==> config.mk <==
export PLATFORM = sky130hd
export DESIGN_NAME = sweep_extinguisher
export DESIGN_NICKNAME = d
export VERILOG_FILES = /design/src/rtl/sweep_pkg.sv /design/src/rtl/sweep_step_counter.sv /design/src/rtl/sweep_extinguisher.sv
export SDC_FILE = /design/constraint.sdc
export NUM_CORES = 1
export LEC_CHECK = 0
export CORE_AREA = 3 3 46 48
export CTS_CLUSTER_DIAMETER = 200
export DETAILED_ROUTE_END_ITERATION = 10
export DIE_AREA = 0 0 49 51
export PLACE_DENSITY = 0.52
export REMOVE_ABC_BUFFERS = 1
export SYNTH_ARGS = -nofsm -noshare
export SYNTH_HDL_FRONTEND = slang
export SYNTH_SLANG_ARGS = --single-unit
==> constraint.sdc <==
create_clock -name clk -period 1.2 [get_ports clk]
set_input_delay 0.3 -clock clk [delete_from_list [all_inputs] [get_ports clk]]
set_output_delay 0.3 -clock clk [all_outputs]
set_load 0.03 [all_outputs]
==> src/rtl/sweep_pkg.sv <==
// sweep_pkg: shared types and helpers for the sweep extinguisher slice.
package sweep_pkg;

    typedef enum logic [1:0] {
        IDLE,
        SWEEP,
        REST
    } sweep_state_t;

    localparam logic DIR_FWD = 1'b0;
    localparam logic DIR_REV = 1'b1;

    // Width of a step index covering 0..period-1, never less than one bit.
    function automatic int unsigned idx_width(input int unsigned period);
        return (period > 2) ? $clog2(period) : 1;
    endfunction

endpackage

==> src/rtl/sweep_step_counter.sv <==
// sweep_step_counter: mod-PERIOD step index with enable and end-of-frame flag.
module sweep_step_counter
    import sweep_pkg::*;
#(
    parameter int unsigned PERIOD = 16,
    parameter int unsigned K_W    = idx_width(PERIOD)
) (
    input  logic           clk,
    input  logic           clr_n,
    input  logic           en,
    output logic [K_W-1:0] k,
    output logic           last
);

    assign last = (k == K_W'(PERIOD - 1));

    // Advance one step per enabled edge, wrapping after PERIOD-1.
    always_ff @(posedge clk or negedge clr_n) begin
        if (!clr_n) begin
            k <= '0;
        end else if (en) begin
            k <= last ? '0 : k + 1'b1;
        end
    end

endmodule

==> src/rtl/sweep_extinguisher.sv <==
// sweep_extinguisher: nozzle sweep controller with rest phase and frame pulse.
// Optional feature macro: SWEEP_EXT_PINGPONG_EN (mode=1 alternates frame direction).
module sweep_extinguisher
    import sweep_pkg::*;
#(
    parameter int unsigned POS_W      = 3,
    parameter int unsigned ACTIVE_LEN = 8,
    parameter int unsigned PERIOD     = 16
) (
    input  logic             clk,
    input  logic             clr_n,
    input  logic             enable,
    input  logic             mode,
    output logic             active,
    output logic [POS_W-1:0] position,
    output logic             resting,
    output logic             frame_done
);

    localparam int unsigned K_W = idx_width(PERIOD);
    // One extra bit so ACTIVE_LEN == 2**K_W still compares correctly.
    localparam logic [K_W:0] ACT_LEN_X = (K_W + 1)'(ACTIVE_LEN);

    logic [K_W-1:0]   k;
    logic             last;
    logic             in_sweep;
    logic [K_W-1:0]   k_rev;
    logic             dir;

    sweep_state_t     st_q, st_d;
    logic             active_d;
    logic [POS_W-1:0] position_d;
    logic             resting_d;
    logic             frame_done_d;

    sweep_step_counter #(
        .PERIOD (PERIOD),
        .K_W    (K_W)
    ) u_step (
        .clk   (clk),
        .clr_n (clr_n),
        .en    (enable),
        .k     (k),
        .last  (last)
    );

    assign in_sweep = ({1'b0, k} < ACT_LEN_X);
    assign k_rev    = K_W'(ACTIVE_LEN - 1) - k;

`ifdef SWEEP_EXT_PINGPONG_EN
    // Direction for the next frame, decided from mode on the frame's final step.
    always_ff @(posedge clk or negedge clr_n) begin
        if (!clr_n) begin
            dir <= DIR_FWD;
        end else if (enable && last) begin
            dir <= (mode && (dir == DIR_FWD)) ? DIR_REV : DIR_FWD;
        end
    end
`else
    logic unused_mode;
    assign unused_mode = mode;
    assign dir         = DIR_FWD;
`endif

    // Next state and next registered outputs for the current step index.
    always_comb begin
        st_d         = st_q;
        active_d     = 1'b0;
        position_d   = position;
        resting_d    = resting;
        frame_done_d = 1'b0;
        if (enable) begin
            frame_done_d = last;
            if (in_sweep) begin
                st_d       = SWEEP;
                active_d   = 1'b1;
                resting_d  = 1'b0;
                position_d = (dir == DIR_FWD) ? POS_W'(k) : POS_W'(k_rev);
            end else begin
                st_d      = REST;
                resting_d = 1'b1;
            end
        end
    end

    // State and output registers, cleared asynchronously.
    always_ff @(posedge clk or negedge clr_n) begin
        if (!clr_n) begin
            st_q       <= IDLE;
            active     <= 1'b0;
            position   <= '0;
            resting    <= 1'b0;
            frame_done <= 1'b0;
        end else begin
            st_q       <= st_d;
            active     <= active_d;
            position   <= position_d;
            resting    <= resting_d;
            frame_done <= frame_done_d;
        end
    end

endmodule

==> key figures <==
CTS
  – Worst skew pair latency: around 250 ps
  – CTS tree: done
  – Post-CTS sizing: 0
  – CTS buffer count: 3
  – Cts hold-fix bufs: 0
  – Root buffer cell: clkbuf_4
  – Clock sink total: 10
  – Clock slew at reported path FFs: 60 ps
  – Max Root-Sink Buffers: 2
  – Post-CTS setup buffer count: 0
  – H-tree levels: 1

Timing
  – Max-slew headroom: approximately nine tenths
  – Worst slew pin tran: 175 ps
  – RSZ-0062 raised after global routing: false
  – Clk_skew: 1.03 ps
  – Fmax achieved: 0.872 GHz
  – Fin crit period: 1150 ps
  – Final hold slack: 330 ps
  – Period utilization: 95.6%
  – Final Hold Vio Count: 0
  – Slew Limit Fails: 0
  – Setup Viol. Count Final: 0

GRT
  – Overflow after GRT: 0
  – Initial antenna violation count: 0
  – Largest net degree at the start of global routing: 11
  – GRT Util Overall: 7.47%
  – Number of global-route vias before repair: 279
  – Global-route wire length before repair: between 1 and 1.5 mm

Final layout
  – FILL cells: 174
  – Finished Layout Cells: roughly 70
  – Final #Nets: 54
  – Layout cell share with drive strength beyond 1: about 45%
  – Area growth from synthesis to layout: 36.1%
  – Final Util: 33.0%
  – Ant diodes: 0
  – Post-route cell area: 576 um2

Critical path
  – Req. time, crit path: 1340 ps
  – CP top delay family: buffers and inverters
  – Critical path class: in -> reg
  – Cells along the critical path: clkdlybuf4s50_1 > buf_4 > nand2b_4 > mux2_4
  – Crit start category: primary input
  – Stages on the worst setup path: 4
  – Crit. End Element: register
  – Critical path arrival: roughly 1300 ps
  – Critical path's largest stage delay: 460 ps
  – CP max FO: 7
  – Worst r2r path cells: 2
  – Critical path buffers and inverters: 2
  – CP max-delay cell: clkdlybuf4s50_1

Floorplanning
  – Boundary Pins: 10
  – Die width: 49 um
  – Die area: 2500 um2
  – Initial Utilization: 24.2%
  – Chip height: 51 um
  – Std-Cell Rows: 15
  – Core footprint: 1750 um2

Place
  – Placer Congestion: 0.696
  – Dpl cells: 69
  – Port Buffers: 8
  – Placed Area: 553 um2

Logic synthesis
  – Largest cells by area after synthesis: dfrtp_1, mux2_4, mux2_2
  – Largest area contributor in the netlist: dfrtp_1
  – Register bit total from synthesis: 10
  – Synth Warn #: 0
  – Yosys top cell area share: 59.2%
  – Mapped cell area: 423 um2
  – Synth cell types: 15
  – Gate Count Post-Synth: 31
  – Avg Inst Size Synth: 13.6 um2
  – Sequential cell area fraction in the yosys report: 59.2%

Drt
  – First-pass detailed-route iteration total: 2
  – Routed WL per cell: slightly below 10 um
  – Total Wirelength: 715 um
  – DRC: 0
  – 1st-iter DRT viols: 2
  – Via Count: 279
  – Via density: 3.88
  – Antenna Nets Post-Route: 0

Min path
  – Hold WC Path Type: in -> async

Power
  – Power per Cell Area: 2450 nW/um2
  – Max VDD drop: 0.538 mV
  – Static Leak: approximately 0.28 nW
  – Final total power: 1.41 mW

Job
  – Max-Cap Viols: 0

Run status
  – Outcome: completed
## final timing paths
path / start / to / slack [ps]
min: clr_n / u_step.k[2]$_DFFE_PN0P_ / 330
max: enable / position[1]$_DFFE_PN0P_ / 50
min in group clk: position[2]$_DFFE_PN0P_ / position[2]$_DFFE_PN0P_ / 510
min reg2reg: position[2]$_DFFE_PN0P_ / position[2]$_DFFE_PN0P_ / 510
max in group asynchronous: clr_n / position[1]$_DFFE_PN0P_ / 730
max reg2reg: u_step.k[0]$_DFFE_PN0P_ / u_step.k[1]$_DFFE_PN0P_ / 160
## logic make-up after synthesis
logic type               count (synthesis)  share of synthesized area, %
adder cells (fa/ha/maj)                  1                          2.96
AND/OR/NAND/NOR                          8                          10.4
AO/OA/AOI/OAI                            3                          3.55
XOR/XNOR                                 1                          2.07
flip-flops                              10                          59.2
buffers and inverters                    2                          3.55
multiplexers                             6                          18.3
## placed cells by master (no fill, tap or decap), types with 2 or more instances in the layout
cell / instances
buf_4: 12
dfrtp_1: 10
nand2_1: 4
mux2_4: 3
clkbuf_4: 3
o21ai_0: 2
mux2_2: 2
clkdlybuf4s50_1: 2
## metal layers
metal,routed length (um),global-route usage (%),part of all wire (%),up-vias
li1,-,-,-,138
met1,322,7.58,45,132
met2,343,10.4,48,7
met3,38,3.79,5.3,2
met4,10,8.53,1.4,0
met5,0,0,0,-
## stage by stage
stage | setup TNS [ps] | setup WS, ps
after floorplan | 0 | 140
after CTS | 0 | 57.8
final | 0 | 52.7
after global routing | 0 | 36.9
after detailed placement | -1350 | -214
after global placement | -1370 | -220
## worst register-to-register path, delay by kind of cell, from the launching register on
family / cells / cell delay, ps
fa+ha+maj: 1 / 280
flops: 1 / 390
mux: 1 / 260
## synthesized netlist by cell type, drive strengths merged
library cell / count
nor2: 1
o21ai: 2
inv: 1
buf: 1
xnor2: 1
mux2: 5
nand4: 1
nand2b: 1
a21oi: 1
ha: 1
dfrtp: 10
mux2i: 1
nand2: 4
nand3: 1
## area by class of cell
class / instances / area [um2] / area share [%]
Clock buffer: 3 / 22.5 / 3.91
Tap cell: 25 / 31.3 / 5.43
Timing Repair Buffer: 14 / 110 / 19.1
Sequential cell: 10 / 250 / 43.5
Multi-Input combinational cell: 19 / 158 / 27.4
Inverter: 1 / 3.75 / 0.652
## flip-flops by register name, indices dropped and copies added (netlist names)
signal	cells
active	1
frame_done	1
position	3
resting	1
u_step.k	4
## power breakdown
group / internal (mW) / switching [mW] / total (mW)
combinational: 0.325 / 0.306 / 0.631
clock: 0.115 / 0.0987 / 0.214
sequential: 0.472 / 0.0956 / 0.567
total: 0.912 / 0.500 / 1.41
Note: power is estimated with default switching activity, not from simulation.
==> variant 1, RTL diff (same flow settings) <==
The option `SWEEP_EXT_PINGPONG_EN` is turned on by a define.
--- a/src/rtl/sweep_extinguisher.sv
+++ b/src/rtl/sweep_extinguisher.sv
@@ -1,5 +1,7 @@
 // sweep_extinguisher: nozzle sweep controller with rest phase and frame pulse.
 // Optional feature macro: SWEEP_EXT_PINGPONG_EN (mode=1 alternates frame direction).
+`define SWEEP_EXT_PINGPONG_EN
+
 module sweep_extinguisher
     import sweep_pkg::*;
 #(
Check against the original RTL: same outputs for any inputs over 10 cycles, from zero or initial values; that may be too few to reach the edited logic, so the function may still have changed.
==> variant 1 against the original RTL <==
Worst setup slack improved by 0.0038 ns. Sequential cell count increased by 1. Non-clock buffer count is 2 higher. Power up 23%. Via count is 25% higher. Final cell count grew 15%. Wire length is 6.9% higher. Global-route usage shrank 0.68 points. Synthesized cell count rose by 26%. Area after synthesis rose by 12%. Design area increased by 13%. Sequential power increased by 14%.
==> variant 1: results (changes against the original RTL) <==
metric	value	unit	change
fin_nets	64		+19%
r2r_slack	0.06	ns	-0.10 ns
comb.multi_input.count	26		+7
post-place-ws	-0.228	ns	-0.0135 ns
place_inst	78		+13%
root_buffer	clkbuf_4		
clk_pin_slew	0.07	ns	
dr_wl_met3	67	um	+76%
clk_share	0.0404		+0.00125
power_density	2670	mW/mm^2	+8.8%
pg_comb	844	uW	+34%
routed_via_density	4.20		+8.5%
grt_use_met1	0.0744		-0.00140
wl_met2	370	um	+7.9%
avgSynthCellArea	12.2	sq um	-11%
grtUsageMet2	0.111		+0.00679
p_sw_frac	0.376		+0.0220
grt_pass1_vias	297		+6.5%
fillCellCount	180		+3.4%
cp_max_fo	2		-5
wl_per_cell	9.20	um	-7.3%
top_layer	met3		
busiest_layer	met2		
synth_area_leaders	dfrtp_1, xnor2_1, mux2_2, o21ai_1, nand2_1		
n_all_buffers	16		+2
clock-skew-final	0.00521	ns	+0.00419 ns
placed_area	614	sq um	+11%
synth_common_cells	dfrtp_1, nand2_1, o21ai_1, xnor2_1, mux2_2		
drt_iter0_markers	5		+3
worst_hold_slack	0.318	ns	-0.0114 ns
worstMarginPinSlew	0.236	ns	+0.0612 ns
grt_pass1_wl	1260	um	-1.1%
finalCriticalPeriod	1.14	ns	-0.00381 ns
grt.met3_usage	0.0525		+0.0146
drt-met1-wl	327	um	+1.6%
firstDrtPassIters	2		unchanged
vdd_drop_max	1300	uV	+140%
fin_cells	83		+15%
grt_use_total	0.0680		-0.00678
layout-drive-gt1-share	0.379		-0.0675
seq-cell-share	0.423		-0.0117
status	completed		
cts-htree-levels	1		unchanged
synth_warnings	0		unchanged
slowest_delay	0.49	ns	+0.03 ns
top_regs	u_step.k x4, position x3		
grt_start_max_net_pins	12		+1
leakage	0.000294	uW	+5.1%
fin_util	0.373		+0.0430
n_clock_buffer	4		+1
arrival	1.29	ns	about the same
io_buffers	9		+1
cts.sinks	11		+1
clkPwrFrac	0.142		-0.009
buf_share	0.196		+0.00485
insertion_delay	0.27	ns	+0.02 ns
multi_input_area	186	sq um	+18%
place.gp.congestion	0.727		+4.5%
synth.distinct_cells	17		+2
yosysSeqAreaShare	0.580		-0.0112
==> variant 1: repair_timing <==
item | in CTS | in global routing
setup buffers | 0 | 1
hold buffers | 0 | 0
gates resized for setup | 0 | 1
endpoints found under the setup margin | 0 | 1
==> variant 1: logic make-up after synthesis <==
family                   Yosys count  synth area share
flip-flops                        11             0.580
AO/OA/AOI/OAI                      7            0.0765
XOR/XNOR                           4            0.0739
buffers and inverters              2            0.0317
multiplexers                       4            0.0950
AND/OR/NAND/NOR                   10             0.116
adder cells (fa/ha/maj)            1            0.0264
==> variant 1: path summary, 6_finish.rpt <==
| kind | startpoint | end | depth (start not counted) |
|---|---|---|---|
| max in group asynchronous | clr_n | active | 2 |
| min in group clk | position[2] | position[2] | 2 |
| max | enable | dir | 4 |
| min | clr_n | u_step.k[1] | 2 |
| min reg2reg | position[2] | position[2] | 2 |
| max reg2reg | u_step.k[0] | dir | 4 |
==> variant 2, RTL diff (same flow settings) <==
Made on the original files. Remove the register `frame_done`: a continuous assignment takes its place, so the output `frame_done` follows one clock earlier.
--- a/src/rtl/sweep_extinguisher.sv
+++ b/src/rtl/sweep_extinguisher.sv
@@ -90,15 +90,15 @@
             active     <= 1'b0;
             position   <= '0;
             resting    <= 1'b0;
-            frame_done <= 1'b0;
         end else begin
             st_q       <= st_d;
             active     <= active_d;
             position   <= position_d;
             resting    <= resting_d;
-            frame_done <= frame_done_d;
         end
     end
 
+    assign frame_done = frame_done_d;
+
 endmodule
 
Function: no difference found for any inputs over 10 cycles, from zero or initial values; that may be too few to reach the edited logic, so the function may still have changed.
==> variant 2 against the original RTL <==
The flow now finishes with violations (setup timing). Area after synthesis is 5.9% lower. Sequential cell count decreased by 1. Worst setup slack lost 0.28 ns. Highest routed layer is now met3. Register-to-register slack about the same. Design area decreased by 2.0%. Utilization is 0.65 points lower. Power is 0.68% higher. Wire length down 4.2%.
==> variant 2: results (changes against the original RTL) <==
metric	value	unit	change
status	complete, but fails checks		
violations	setup timing		
clk_share	0.0466		+0.00743
grt_pass1_vias	262		-6.1%
clockBufferDepth	2		unchanged
fin_cells	73		+1.4%
drt-total-wl	685	um	-4.2%
grt_pass1_wl	1270	um	-0.55%
vdd_drop_max	944	uV	+76%
clock-skew-final	0.00238	ns	+0.00136 ns
dr_wl_met3	51	um	+34%
synth_common_cells	dfrtp_1, nand2_1, mux2_4		
setup_viol	1		+1
clk_pin_slew	0.06	ns	about the same
avgSynthCellArea	13.3	sq um	-2.8%
top_regs	u_step.k x4, position x3		
drt-met1-wl	362	um	+12%
cp_max_fo	2		-5
synth_fa_ha_area_frac	0.0314		+0.00186
yosysSeqAreaShare	0.566		-0.0257
relSlewSlack	0.719		-0.165
placed_area	536	sq um	-3.2%
grt_start_max_net_pins	10		-1
worst_hold_slack	0.349	ns	+0.0187 ns
fillCellCount	189		+8.6%
synth-xor-area-share	0.0220		+0.00130
synth_area_leaders	dfrtp_1, mux2_4, mux2_2, nand2_1, nand2b_4		
top_layer	met3		
seq_area	225	sq um	-10%
buf_share	0.208		+0.0171
fin_setup_tns	-0.223	ns	-0.223 ns
synth_seq_cells	9		-1
yosys-mux-area-fraction	0.195		+0.0115
firstDrtPassIters	3		+1
dp_hpwl	543	um	
cts_made_buffers	3		unchanged
arrival	1.12	ns	-0.17 ns
wl_met2	271	um	-21%
drt_iter0_markers	5		+3
synth_compound_area_frac	0.0377		+0.00223
multi_input_area	160	sq um	+1.6%
leakage	0.000271	uW	-3.2%
final.setup.worst_slack	-0.223	ns	-0.276 ns
routed_via_density	3.64		-6.0%
n_clock_buffer	4		+1
grt_use_total	0.0698		-0.00498
post-place-ws	-0.233	ns	-0.0183 ns
layout-drive-gt1-share	0.479		+0.0324
n_all_buffers	15		+1
seq-cell-share	0.399		-0.0357
-- variant 2: power breakdown --
part / internal (uW) / leakage [uW] / switching [uW]
logic: 350 / 0.000148 / 331
clock network: 127 / 0.0000150 / 95.3
registers: 436 / 0.000108 / 82.6
total: 913 / 0.000271 / 509
-- variant 2: routing by layer --
| metal | up-vias | GRT usage |
|---|---|---|
| met5 | - | 0 |
| met4 | 0 | 0.0142 |
| met3 | 0 | 0.0554 |
| met2 | 8 | 0.0837 |
| met1 | 120 | 0.0940 |
| li1 | 138 | - |
-- variant 2: final timing paths --
check                              endpoint  cells past startpoint        start
worst max-delay path             frame_done                      4       enable
worst min-delay path            u_step.k[3]                      1        clr_n
worst max register to register  u_step.k[3]                      5  u_step.k[0]
worst min register to register      resting                      1      resting
max in group asynchronous       u_step.k[0]                      1        clr_n
min in group clk                    resting                      1      resting
-- variant 2: cells by family after synthesis --
kind of cell	Yosys count
mux	6
compound gates	3
flops	9
simple gates	8
xor+xnor	1
buf+inv	2
fa+ha+maj	1
